File: src/rtl/sc_regbackg_lane_bank_pkg.sv
// sc_regbackg_lane_bank_pkg
//   Shared constants and types for the Frogger background lane bank.
//   - DIR_LEFT / DIR_RIGHT : meaning of each dirLeft bit.
//   - DEFAULT_*            : board geometry of the playfield.
//   - PERIOD_SIM/BOARD     : scroll prescaler period for simulation vs. the 50 MHz board.
//   - lane_op_e            : what a lane does on the next clock edge.
package sc_regbackg_lane_bank_pkg;

  localparam logic DIR_LEFT  = 1'b1;
  localparam logic DIR_RIGHT = 1'b0;

  localparam int DEFAULT_DATAWIDTH = 8;
  localparam int DEFAULT_ROWS      = 16;
  localparam int DEFAULT_ADDRWIDTH = 4;

  localparam int PERIOD_SIM   = 4;
  localparam int PERIOD_BOARD = 25000000;

  // One lane's action for the coming edge, already resolved by priority.
  typedef enum logic [2:0] {
    LANE_HOLD,
    LANE_CLEAR,
    LANE_WRITE,
    LANE_ROTL,
    LANE_ROTR
  } lane_op_e;

endpackage

File: src/rtl/sc_regbackg_lane_bank_prescaler.sv
// sc_regbackg_prescaler
//   Divides the clock down to the lane scroll rate.
//   Ports:
//     clk, reset   : system clock, synchronous active-high reset
//     clear_n      : active-low clear, restarts the count and kills any tick
//     run          : count enable; the counter freezes while low
//     scroll_evt   : combinational strobe, lanes rotate at this edge
//     tick         : registered pulse, high in the cycle after a scroll edge
module sc_regbackg_prescaler #(
  parameter int PERIOD = 4
) (
  input  logic clk,
  input  logic reset,
  input  logic clear_n,
  input  logic run,
  output logic scroll_evt,
  output logic tick
);

  // A PERIOD of 1 still needs a one-bit counter; it simply stays at 0.
  localparam int CNT_W = (PERIOD > 1) ? $clog2(PERIOD) : 1;
  localparam logic [CNT_W-1:0] LAST = CNT_W'(PERIOD - 1);

  logic [CNT_W-1:0] count_q, count_d;
  logic             tick_q, tick_d;

  // The scroll happens on the edge where the counter sits at its last value;
  // clear suppresses it so a cleared bank never rotates in the same cycle.
  always_comb begin
    scroll_evt = clear_n && run && (count_q == LAST);
    tick_d     = scroll_evt;
    count_d    = count_q;
    if (!clear_n) begin
      count_d = '0;
    end else if (run) begin
      count_d = (count_q == LAST) ? '0 : count_q + 1'b1;
    end
  end

  always_ff @(posedge clk) begin
    if (reset) begin
      count_q <= '0;
      tick_q  <= 1'b0;
    end else begin
      count_q <= count_d;
      tick_q  <= tick_d;
    end
  end

  assign tick = tick_q;

endmodule

File: src/rtl/sc_regbackg_lane_bank.sv
// sc_regbackg_lane_bank
//   Background register bank: ROWS lanes of DATAWIDTH bits, individually
//   writable, each optionally rotating one bit per prescaler tick.
//   Ports:
//     SC_RegBACKGLANE_CLOCK_50 / _RESET_InHigh : clock, synchronous reset
//     SC_RegBACKGLANE_clear_InLow              : zero all lanes and the prescaler
//     SC_RegBACKGLANE_write_InLow, _waddr_InBUS, _data_InBUS : lane write port
//     SC_RegBACKGLANE_raddr_InBUS, _data_OutBUS : combinational lane read
//     SC_RegBACKGLANE_run_InHigh               : prescaler enable
//     SC_RegBACKGLANE_scrollEn_InBUS / _dirLeft_InBUS : per-lane scroll control
//     SC_RegBACKGLANE_flat_OutBUS              : every lane, lane i at [i*W +: W]
//     SC_RegBACKGLANE_tick_OutHigh             : pulse when rotated lanes appear
module sc_regbackg_lane_bank
  import sc_regbackg_lane_bank_pkg::*;
#(
  parameter int RegBACKGLANE_DATAWIDTH = DEFAULT_DATAWIDTH,
  parameter int RegBACKGLANE_ROWS      = DEFAULT_ROWS,
  parameter int RegBACKGLANE_ADDRWIDTH = DEFAULT_ADDRWIDTH,
  parameter int RegBACKGLANE_PERIOD    = PERIOD_BOARD
) (
  input  logic                                              SC_RegBACKGLANE_CLOCK_50,
  input  logic                                              SC_RegBACKGLANE_RESET_InHigh,
  input  logic                                              SC_RegBACKGLANE_clear_InLow,
  input  logic                                              SC_RegBACKGLANE_write_InLow,
  input  logic [RegBACKGLANE_ADDRWIDTH-1:0]                 SC_RegBACKGLANE_waddr_InBUS,
  input  logic [RegBACKGLANE_DATAWIDTH-1:0]                 SC_RegBACKGLANE_data_InBUS,
  input  logic [RegBACKGLANE_ADDRWIDTH-1:0]                 SC_RegBACKGLANE_raddr_InBUS,
  input  logic                                              SC_RegBACKGLANE_run_InHigh,
  input  logic [RegBACKGLANE_ROWS-1:0]                      SC_RegBACKGLANE_scrollEn_InBUS,
  input  logic [RegBACKGLANE_ROWS-1:0]                      SC_RegBACKGLANE_dirLeft_InBUS,
  output logic [RegBACKGLANE_DATAWIDTH-1:0]                 SC_RegBACKGLANE_data_OutBUS,
  output logic [RegBACKGLANE_ROWS*RegBACKGLANE_DATAWIDTH-1:0] SC_RegBACKGLANE_flat_OutBUS,
  output logic                                              SC_RegBACKGLANE_tick_OutHigh
);

  localparam int W = RegBACKGLANE_DATAWIDTH;
  localparam int R = RegBACKGLANE_ROWS;
  localparam int A = RegBACKGLANE_ADDRWIDTH;

  logic           scroll_evt;
  logic [R*W-1:0] flat_bus;

  sc_regbackg_prescaler #(
    .PERIOD(RegBACKGLANE_PERIOD)
  ) u_prescaler (
    .clk       (SC_RegBACKGLANE_CLOCK_50),
    .reset     (SC_RegBACKGLANE_RESET_InHigh),
    .clear_n   (SC_RegBACKGLANE_clear_InLow),
    .run       (SC_RegBACKGLANE_run_InHigh),
    .scroll_evt(scroll_evt),
    .tick      (SC_RegBACKGLANE_tick_OutHigh)
  );

  for (genvar i = 0; i < R; i++) begin : g_lane
    localparam logic [A-1:0] LANE_ADDR = A'(i);

    logic [W-1:0] lane_q, lane_d;
    lane_op_e     op;

    // Priority clear > write > scroll. An out-of-range waddr never matches
    // any lane, so such a write falls through to scroll/hold everywhere.
    always_comb begin
      op = LANE_HOLD;
      if (!SC_RegBACKGLANE_clear_InLow) begin
        op = LANE_CLEAR;
      end else if (!SC_RegBACKGLANE_write_InLow && (SC_RegBACKGLANE_waddr_InBUS == LANE_ADDR)) begin
        op = LANE_WRITE;
      end else if (scroll_evt && SC_RegBACKGLANE_scrollEn_InBUS[i]) begin
        op = (SC_RegBACKGLANE_dirLeft_InBUS[i] == DIR_LEFT) ? LANE_ROTL : LANE_ROTR;
      end
    end

    always_comb begin
      lane_d = lane_q;
      case (op)
        LANE_CLEAR: lane_d = '0;
        LANE_WRITE: lane_d = SC_RegBACKGLANE_data_InBUS;
        LANE_ROTL:  lane_d = {lane_q[W-2:0], lane_q[W-1]};
        LANE_ROTR:  lane_d = {lane_q[0], lane_q[W-1:1]};
        default:    lane_d = lane_q;
      endcase
    end

    always_ff @(posedge SC_RegBACKGLANE_CLOCK_50) begin
      if (SC_RegBACKGLANE_RESET_InHigh) begin
        lane_q <= '0;
      end else begin
        lane_q <= lane_d;
      end
    end

    assign flat_bus[i*W +: W] = lane_q;
  end

  // Read mux shows the stored value only; an address beyond the last lane reads 0.
  always_comb begin
    SC_RegBACKGLANE_data_OutBUS = '0;
    for (int r = 0; r < R; r++) begin
      if (SC_RegBACKGLANE_raddr_InBUS == A'(r)) begin
        SC_RegBACKGLANE_data_OutBUS = flat_bus[r*W +: W];
      end
    end
  end

  assign SC_RegBACKGLANE_flat_OutBUS = flat_bus;

endmodule

File: config.mk
export PLATFORM = sky130hd
export DESIGN_NAME = sc_regbackg_lane_bank
export DESIGN_NICKNAME = d
export VERILOG_FILES = /design/src/rtl/sc_regbackg_lane_bank_pkg.sv /design/src/rtl/sc_regbackg_lane_bank_prescaler.sv /design/src/rtl/sc_regbackg_lane_bank.sv
export SDC_FILE = /design/constraint.sdc
export NUM_CORES = 1
export LEC_CHECK = 0
export BUFFER_PORTS_ARGS = -buffer_cell sky130_fd_sc_hd__buf_2
export CORE_MARGIN = 10
export CORE_UTILIZATION = 45
export DETAILED_ROUTE_END_ITERATION = 8
export GPL_TIMING_DRIVEN = 0
export PLACE_DENSITY = 0.68
export REMOVE_ABC_BUFFERS = 1
export SETUP_SLACK_MARGIN = 0.4
export SYNTH_ARGS = -nofsm -noshare
export SYNTH_HDL_FRONTEND = slang
export SYNTH_SLANG_ARGS = --single-unit
File: constraint.sdc
create_clock -name SC_RegBACKGLANE_CLOCK_50 -period 1.9 [get_ports SC_RegBACKGLANE_CLOCK_50]
set_input_delay 0.095 -clock SC_RegBACKGLANE_CLOCK_50 [delete_from_list [all_inputs] [get_ports SC_RegBACKGLANE_CLOCK_50]]
set_output_delay 0.095 -clock SC_RegBACKGLANE_CLOCK_50 [all_outputs]
set_load 0.02 [all_outputs]
; ---- Word level (Yosys, flattened, before mapping)
; Index checks and enable logic that the tools add are counted.
[op_classes]
eq_ne = 95
bitwise = 1
addsub = 1
reduce_logical = 54
n_mux = 97
[op_table]
columns = cell, n
row1 = $pmux W8 S4, 16
row2 = $mux W3, 64
row3 = $mux W8, 16
row4 = $eq A3 B2 Y1 const B, 32
row5 = $eq A4 B4 Y1 const B, 16
row6 = $reduce_bool A4 Y1, 16
row7 = $eq A3 B1 Y1 const B, 16
row8 = $eq A3 B3 Y1 const B, 16
row9 = $logic_and A1 B1 Y1, 34
row10 = $eq A4 B3 Y1 const B, 8
row11 = $add A25 B1 Y25 const B, 1
row12 = $eq A25 B25 Y1 const B, 1
row13 = $mux W25, 1
row14 = $eq A4 B2 Y1 const B, 4
row15 = $eq A4 B1 Y1 const B, 2
row16 = $logic_not A4 Y1, 2
row17 = $reduce_or A2 Y1, 1
row18 = $logic_not A1 Y1, 1
row19 = $not A1 Y1, 1
[totals]
in_bits = 53
output_inout_bits = 137
reg_bits = 154
word_cells = 266

; ---- Logic depth before layout (Yosys ltp)
[depth]
ltp_word = 17
mapped_depth = 9
depth_no_buf = 6

; ---- Hierarchy
; A second synthesis with hierarchy kept.
[unflattened]
cells_unflattened = 1052
hier_area_um2 = 9073.7
[by_module_without_submodules]
columns = mod, seq_area_each_um2, instances, area_per_inst_um2, cells_each
row1 = sc_regbackg_lane_bank, 2562.5, 1, 7838.8, 914
row2 = sc_regbackg_prescaler, 520.5, 1, 1234.9, 138

; ---- Worst setup path after synthesis
; OpenSTA, ideal clock, no wires.
[synth_path]
kind = flip-flop to flip-flop
from = register u_prescaler.count_q[0]
to = register u_prescaler.count_q[10]
synth_period_minus_slack_ns = 1.969
required_time_ns = 1.783
path_stages_with_launch = 9
arrival_time_ns = 1.852
setup_slack_ns = -0.069
n_path_buf = 2
setup_time_ns = 0.117
cell_sequence = dfxtp_1 > ha_1 > nand2_1 > nor4_4 > buf_6 > nand2_1 > nand2_1 > buf_2 > nor2_1
[synth_via]
elab_chain_len = 2
elab_cells_between_ends = 3
classes_between = add/sub (1) / eq/ne (1) / mux (1)
[synth_rtl]
columns = element, line_no
row1 = from (decl), sc_regbackg_lane_bank_prescaler.sv:24  ; logic [CNT_W-1:0] count_q, count_d;
row2 = from (signal assigned), sc_regbackg_lane_bank_prescaler.sv:45  ; count_q <= count_d;
row3 = $add A25 B1 Y25 / $eq A25 B25 Y1 (equally long branches), sc_regbackg_lane_bank_prescaler.sv:36  ; count_d = (count_q == LAST) ? '0 : count_q + 1'b1;
row4 = $mux W25 (*), sc_regbackg_lane_bank_prescaler.sv:36
; Every way passes the cells marked *; elsewhere a longest branch is shown, timed or not.
; A chain may end at the register's enable or synchronous reset.

; ---- Worst setup path after layout
[layout_path]
from = register g_lane[3].lane_q[6]
to = output port SC_RegBACKGLANE_data_OutBUS[6]
[layout_via]
elab_chain_len = 13
[layout_rtl]
columns = element, line_no
row1 = from (decl), sc_regbackg_lane_bank.sv:57  ; logic [W-1:0] lane_q, lane_d;
row2 = from (signal assigned), sc_regbackg_lane_bank.sv:88  ; lane_q <= lane_d;
row3 = $mux W8 (13 in a row), sc_regbackg_lane_bank.sv:99  ; if (SC_RegBACKGLANE_raddr_InBUS == A'(r)) begin
row4 = to (decl), sc_regbackg_lane_bank.sv:31  ; output logic [RegBACKGLANE_DATAWIDTH-1:0] SC_RegBACKGLANE_data_OutBUS,
; No other way between the ends.

==> run metrics <==
status=finished with violations; failing checks=setup timing; Worst Path Max Fanout=2; Worst-path clk slew=roughly 0.07 ns; Via Count=between 10000 and 15000; Leak=around 5.4 nW; Yosys top cell area share=roughly a third; Core Region=21220 um^2; DP Cell Count=around 1500; Min-Delay Path Depth=3; footprint of the multi-input gates=7044 um^2; final hold violations=0; VDD IR max=around 0.61 mV; Reg area=3197 um^2; Avg Cell Area, Syn=roughly 8 um^2; largest area contributor in the netlist=dfxtp_1; GR Util All Layers=between 30 and 40%; CP arrival=2.15 ns; antenna violations before repair=1; PD cells=533.3 nW/um^2; final setup TNS=-21.96 ns; final worst setup slack=-0.3412 ns; Worst EP required=about 1.8 ns; grt total ovfl=0; Worst setup SP type=flop; final hold slack=0.01840 ns; Nets=around 1500; CTS Buf Count=17; most common cell in the synthesized netlist=nand4_1; Distinct cells, synth=65; Cell Area, Synth=roughly 10000 um^2; Die Span Y=167.3 um; Residual DRC=0; final wirelength=approximately 51000 um; Tmin final=around 2.2 ns; gpl congestion=~0.95; Slew @ Worst Pin=roughly 1.4 ns; Post-Synthesis Cells=1195; Max clock buf depth=2; Max Clk Rate=approximately 0.45 GHz; kind of critical path=reg2out; r2r worst-path depth=10; post-DP HPWL=26710 um; Die W=167.3 um; DR iter-0 viols=roughly 2500; #FFs+latches synth=between 150 and 200; asr flop ratio synth=0%; DRT Pass-1 Iters=8; crit end category=primary output; synth-to-layout area growth=50.31%; Finished Core Util=between 60 and 70%; DR WL/cell=around 30 um; unrepaired setup endpoints after global routing=yes; Fillers=1539; Top-Level Pins=190; first-pass GRT wire length=approximately 76000 um; top cells by area, synth=dfxtp_1 (32%), nand4_1 (12%), a22oi_1 (7.6%); FP Rows=53; Synth warnings=0; antenna-violating nets left=0; vias in the first global route=roughly 12000; Final Max Tran Viols=0; CTS tree=done; Port Buffers=189; die area=~28000 um^2; clk_skew=approximately 0.016 ns; H-tree levels=4; Sink Count=154; slew margin rel.=just over 7%; Post-synth EDFFs=0; routed vias/inst=7.547; Max-Cap Viols=0; worst min path class=in2reg; Worst-Skew Late Latency=between 0.4 and 0.5 ns; fin crit share=118.0%; layout cell share with drive strength beyond 1=approximately two fifths; synth cell count leaders=nand4_1 (193), dfxtp_1 (154), a31oi_1 (104), a22oi_1 (99), nand2_1 (73); pin count of the biggest net entering global routing=59; final setup fails=about 130; Finished Layout Cells=roughly 1700; Starting Density=a little under half; dominant register cell in the synthesized netlist=dfxtp_1; Root Buffer=clkbuf_16; sequential area share after synthesis=between 30% and 40%
[kinds of logic (layout without fill, tap and decap cells)]
group / count (synthesis) / in the layout / synth area share (%)
fa+ha+maj: 1 / 1 / 0.1281
buf+inv: 140 / 395 / 5.994
mux: 90 / 90 / 10.58
flops: 154 / 154 / 31.56
simple gates: 457 / 470 / 26.58
compound gates: 329 / 329 / 23.01
xor+xnor: 24 / 24 / 2.152
other cells: 0 / 2 / 0
[worst paths after layout]
path / from / endpoint / slack, ns
setup / recovery: g_lane[3].lane_q[6]$_SDFFE_PP0P_ / SC_RegBACKGLANE_data_OutBUS[6] / -0.34
hold / removal: SC_RegBACKGLANE_scrollEn_InBUS[1] / g_lane[1].lane_q[7]$_SDFFE_PP0P_ / 0.02
setup reg to reg: u_prescaler.count_q[6]$_SDFFE_PP0P_ / g_lane[5].lane_q[6]$_SDFFE_PP0P_ / -0.32
hold reg to reg: g_lane[1].lane_q[5]$_SDFFE_PP0P_ / g_lane[1].lane_q[5]$_SDFFE_PP0P_ / 0.53
[critical path, stage by stage (launching register included)]
cell and delay, ns:
dfxtp_4 0.35, mux4_2 0.53, nand3_2 0.12, o221ai_2 0.14, a221oi_2 0.31, a21oi_2 0.10
buf_6 0.15
[area by class of cell]
type,instances,area share (%)
Clock buffer,17,2.897
Tap cell,275,2.343
Inverter,7,0.2386
Timing Repair Buffer,356,23.70
Clock inverter,15,1.048
Multi-Input combinational cell,914,47.97
Sequential cell,154,21.77
Antenna cell,2,0.03408
[where the power goes]
part | switching, W | total, W | internal [W]
logic | 0.000731 | 0.00104 | 0.000309
registers | 0.0000245 | 0.00323 | 0.00321
clock network | 0.00170 | 0.00356 | 0.00185
[registers in the layout, indices dropped and copies added, names as in the netlist]
register and flops:
g_lane.lane_q 128, u_prescaler.tick 1, u_prescaler.count_q 25
[layer usage]
metal  GRT usage (%)  vias up  wire length [um]
met2           51.26     1365             22190
met4           19.95        0              3933
li1                -     5309                 -
met1           39.38     6044             17210
met5               0        -                 0
met3           13.48      414              8109
[cells in the final DEF (no fill, tap or decap), types with 19 or more instances in the layout]
master,count
nand2_1,67
o21ai_0,23
a31oi_1,101
nand3_1,26
buf_12,27
dfxtp_2,25
nor2b_1,19
mux2i_1,38
buf_4,55
buf_6,43
dfxtp_4,22
o22ai_1,19
a22oi_1,73
buf_16,32
dfxtp_1,107
mux2_2,46
a21oi_1,25
nand4_1,193
a22oi_2,26
buf_2,180
nor2_1,39
[per-stage QoR]
stage	worst slack (ns)	total power (W)	cell area (um^2)
global route	-0.3763	0.007936	14680
global placement	-5.324	0.004119	10500
detailed placement	-1.486	0.004131	10610
finish	-0.3412	0.007832	14680
floorplan	-3.342	0.003706	9210
CTS	-0.3287	0.007635	14190
[timing repair]
action,CTS,global route
setup buffers,101,24
hold endpoints to repair,14,0
hold buffers,7,0
pin swaps,149,82
gates resized for setup,269,72
gates cloned,42,1
setup endpoints to repair,162,162
Note: power is estimated with default switching activity, not from simulation.
